[config.mk]
export PLATFORM = sky130hd
export DESIGN_NAME = regfile_writeback
export DESIGN_NICKNAME = d
export VERILOG_FILES = /design/src/rtl/regfile_writeback.sv
export SDC_FILE = /design/constraint.sdc
export NUM_CORES = 1
export LEC_CHECK = 0
export CORE_MARGIN = 2
export CORE_UTILIZATION = 40
export CTS_BUF_LIST = sky130_fd_sc_hd__clkbuf_2
export DETAILED_ROUTE_END_ITERATION = 8
export SLEW_MARGIN = 20
export SYNTH_ARGS = -nofsm -noshare
export SYNTH_HDL_FRONTEND = slang
export SYNTH_SLANG_ARGS = --single-unit
[constraint.sdc]
create_clock -name clk -period 3.7 [get_ports clk]
set_input_delay 0.37 -clock clk [delete_from_list [all_inputs] [get_ports clk]]
set_output_delay 0.37 -clock clk [all_outputs]
set_load 0.02 [all_outputs]
[src/rtl/regfile_writeback.sv]
// Register-file writeback stage: scoreboard of pending writes, load-result FIFO,
// and a single registered write port shared by the ALU (priority) and the FIFO head.
module regfile_writeback #(
  parameter int FIFO_DEPTH = 2
) (
  input  logic        clk,
  input  logic        rst_n,
  input  logic        issue_valid,
  input  logic [4:0]  issue_rd,
  output logic        issue_ready,
  input  logic [4:0]  rs1_q,
  input  logic [4:0]  rs2_q,
  output logic        rs1_busy,
  output logic        rs2_busy,
  input  logic        alu_valid,
  input  logic [4:0]  alu_rd,
  input  logic [31:0] alu_data,
  input  logic        mem_valid,
  input  logic [4:0]  mem_rd,
  input  logic [31:0] mem_data,
  output logic        mem_ready,
  output logic [4:0]  rd,
  output logic [31:0] write_data,
  output logic        reg_write
);
  localparam int DATA_W = 32;
  localparam int PW     = $clog2(FIFO_DEPTH);
  localparam int CW     = PW + 1;

  logic [31:0]       busy;
  logic [31:0]       busy_next;
  logic [4:0]        fifo_rd   [FIFO_DEPTH];
  logic [DATA_W-1:0] fifo_data [FIFO_DEPTH];
  logic [PW-1:0]     wr_ptr, rd_ptr;
  logic [CW-1:0]     count;

  logic              push, pop, issue_set;
  logic              vld_p0;
  logic [4:0]        rd_p0;
  logic [DATA_W-1:0] data_p0;

  assign issue_ready = !busy[issue_rd];
  assign rs1_busy    = busy[rs1_q];
  assign rs2_busy    = busy[rs2_q];
  assign mem_ready   = (count < CW'(FIFO_DEPTH));

  // Loads to x0 are accepted but dropped, so the FIFO only ever holds real writes.
  assign push      = mem_valid && mem_ready && (mem_rd != 5'd0);
  assign pop       = !alu_valid && (count != '0);
  assign issue_set = issue_valid && issue_ready && (issue_rd != 5'd0);

  // Stage p0: pick the commit source; an ALU result to x0 still owns the slot.
  always_comb begin
    vld_p0  = 1'b0;
    rd_p0   = alu_rd;
    data_p0 = alu_data;
    if (alu_valid) begin
      vld_p0 = (alu_rd != 5'd0);
    end else if (pop) begin
      vld_p0  = 1'b1;
      rd_p0   = fifo_rd[rd_ptr];
      data_p0 = fifo_data[rd_ptr];
    end
  end

  // Clear first so a same-cycle issue to the committing register wins.
  always_comb begin
    busy_next = busy;
    if (vld_p0)    busy_next[rd_p0]    = 1'b0;
    if (issue_set) busy_next[issue_rd] = 1'b1;
    busy_next[0] = 1'b0;
  end

  always_ff @(posedge clk) begin
    if (push) begin
      fifo_rd[wr_ptr]   <= mem_rd;
      fifo_data[wr_ptr] <= mem_data;
    end
  end

  // Stage p1: registered write port and control state.
  always_ff @(posedge clk or negedge rst_n) begin
    if (!rst_n) begin
      busy       <= '0;
      wr_ptr     <= '0;
      rd_ptr     <= '0;
      count      <= '0;
      reg_write  <= 1'b0;
      rd         <= '0;
      write_data <= '0;
    end else begin
      busy      <= busy_next;
      reg_write <= vld_p0;
      if (vld_p0) begin
        rd         <= rd_p0;
        write_data <= data_p0;
      end
      if (push) wr_ptr <= wr_ptr + PW'(1);
      if (pop)  rd_ptr <= rd_ptr + PW'(1);
      case ({push, pop})
        2'b10:   count <= count + CW'(1);
        2'b01:   count <= count - CW'(1);
        default: count <= count;
      endcase
    end
  end
endmodule
==> run_results.csv <==
group,metric,value,unit
run_status,status,"completed",
worst_setup_path,rr_worst_depth,6,
synthesis,synth_edf_count,74,
cts,cts_buffers,17,
cts,cts.sinks,147,
worst_setup_path,cp.required,3330,ps
power,p_leak,3.260,nW
layout,area_growth,26.54,%
die,core,16700,µm²
grt,grt_max_degree,74,
grt,first_global_vias,5204,
die,start_util,41.22,%
power,peakVddDrop,0.0003962,V
die,die_h,135.2,µm
synthesis,avgSynthCellArea,11.95,µm²
grt,grt_remaining_overflow,0,
power,p_per_area,703.5,nW/µm²
synthesis,synth_fp_nets,671,
layout,drive_gt1_share,10.26,%
die,rows,47,
cts,cts_root_buffer,"clkbuf_2",
min_path,hold_depth,1,
sta,period_share,90.45,%
sta,final_max_slew_viol_count,0,
synthesis,yosysSeqAreaShare,58.81,%
worst_setup_path,critPathLaunchType,"primary input",
drt,first_pass_iters,5,
sta,hold_viol,0,
synthesis,ys_types,56,
cts,cts_resized,0,
sta,skew,30.44,ps
worst_setup_path,worstPathArrival,2980,ps
min_path,hold_start,"mem_data[15]",
synthesis,syn_area,6884,µm²
drt,vias_per_cell,5.461,
die,die-area,18280,µm²
min_path,holdCritPathClass,"primary input to flop",
worst_setup_path,critPathLaunch,"issue_rd[1]",
layout,layout.nets,803,
cts,clock_path_buffers,2,
synthesis,synth-seq-cells,147,
synthesis,netlist_instances,576,
min_path,holdPathEnd,"fifo_data[1][15]",
drt,antenna_left,0,
worst_setup_path,rr_endpoint,"busy[23]",
sta,worst_pin_slew,991.9,ps
sta,fin_crit,3347,ps
cts,clk_pin_slew,200,ps
synthesis,async_flop_share,49.66,%
grt,antenna_found_initial,0,
layout,post_layout_nonfiller_instances,941,
worst_setup_path,worstSetupPathType,"primary input to output pin",
grt,grt_use_total,19.62,%
sta,finalSetupViolations,0,
place,post-dp-hpwl,12.23,mm
synthesis,yosys_warnings,0,
power,power,6.128,mW
sta,fmax,0.2988,GHz
synthesis,synth-main-ff-cell,"edfxtp_1",
worst_setup_path,end_kind,"output pin",
sta,finalSetupTns,0,ps
drt,vias,5139,
cts,clk_latency,700,ps
worst_setup_path,critical_path.max_fanout,11,
place,routabilityCongestion,0.8534,
die,die_w,135.2,µm
layout,diodes,0,
drt,wl,17.12,mm
drt,drc,0,
place,dp.cells,908,
place,io_buffers,135,
run,maxCapViolations,0,
die,pin_count,136,
grt,grt_pass1_wl,27.30,mm
cts,ctsHtreeMaxLevel,4,
drt,drt_iter0_markers,301,
sta,rsz0062_at_grt,"no",
worst_setup_path,reg2reg_slack,1320,ps
drt,wire_per_inst,18.19,µm
worst_setup_path,rr_startpoint,"rd_ptr",
cts,cts_tree,"yes",
sta,max_slew_margin,33.87,%
[metrics by stage]
step	setup slack [ps]	hold WS [ps]	utilization, %	instance area (µm²)
2_1_floorplan	961.0	74.41	-	6884
3_3_place_gp	446.7	467.3	50.51	8436
3_5_place_dp	381.2	468.0	50.51	8436
4_1_cts	348.4	124.4	52.16	8711
5_1_grt	246.1	124.2	52.16	8711
6_report	353.4	227.0	52.16	8711
[kinds of logic (layout without fill, tap and decap cells)]
logic type	after synthesis	count (layout)	synth area share [%]
compound gates	171	171	14.01
flops	147	147	58.81
simple gates	139	139	10.01
mux	71	71	13.23
buf+inv	42	187	3.108
xor+xnor	5	5	0.6361
fa+ha+maj	1	1	0.1817
[synthesized netlist by cell type, types with 6 or more instances]
master,count,share of area (%)
nand2_1,44,2.4
nand3_1,13,0.95
o21ai_0,38,2.8
o21ai_1,64,4.7
mux2i_1,49,7.1
edfxtp_1,74,32
dfrtp_1,73,27
nor2b_1,8,0.73
a32oi_1,6,0.76
mux4_2,14,4.6
a21oi_1,41,3.0
inv_1,7,0.38
buf_2,20,1.5
clkbuf_1,7,0.38
nor2_1,52,2.8
[placed cells by master (no fill, tap or decap), types with 21 or more instances in the layout]
cell type / netlist / routed
clkdlybuf4s50_1: 0 / 134
edfxtp_1: 74 / 74
dfrtp_1: 73 / 72
o21ai_1: 64 / 64
nor2_1: 52 / 50
mux2i_1: 49 / 49
nand2_1: 44 / 44
a21oi_1: 41 / 41
o21ai_0: 38 / 38
clkbuf_2: 0 / 21
[state kept, by name (all words and copies together) (netlist names)]
| register | flops |
|---|---|
| busy | 31 |
| count | 2 |
| fifo_rd | 10 |
| reg_write | 1 |
| rd_ptr | 1 |
| write_data | 32 |
| wr_ptr | 1 |
| rd | 5 |
| fifo_data | 64 |
[worst max-delay path by stage]
stage,endpoint,slack (ps),depth (start not counted)
after detailed placement,issue_ready,380,8
final,issue_ready,350,8
after global routing,issue_ready,250,6
after CTS,issue_ready,350,6
after floorplan,fifo_data[0][0],960,3
after global placement,issue_ready,450,6
[worst max-delay path, stage by stage]
cell and delay (ps):
clkdlybuf4s50_1 850, buf_4 280, mux2i_1 220, o32a_1 170, a31o_2 240, nand2_1 70, nor2_1 150, clkdlybuf4s50_1 620
[per-layer routing]
layer | part of all wire, % | global-route usage [%] | vias up | routed length, µm
met5 | 0 | 0 | - | 0
met2 | 48 | 31.02 | 184 | 8259
met3 | 7.8 | 6.697 | 27 | 1338
li1 | - | - | 2416 | -
met4 | 1.9 | 7.581 | 0 | 331
met1 | 42 | 25.08 | 2512 | 7188
[timing repair]
| item | CTS | global route |
|---|---|---|
| hold endpoints to repair | 73 | 0 |
| buffers inserted | 0 | 0 |
| hold buffers | 1 | 0 |
[where the power goes]
group / switching (mW) / internal [mW] / total (mW)
Sequential: 0.404 / 2.27 / 2.68
Combinational: 1.32 / 1.14 / 2.46
Clock: 0.545 / 0.450 / 0.995
Total: 2.27 / 3.86 / 6.13
[final cells by class]
type	instances	area, µm²
Fill cell	1512	7990
Clock inverter	11	160.2
Sequential cell	147	4050
Tap cell	220	275.3
Clock buffer	21	105.1
Multi-Input combinational cell	387	2656
Inverter	10	37.54
Timing Repair Buffer	145	1426
Note: power is estimated with default switching activity, not from simulation.
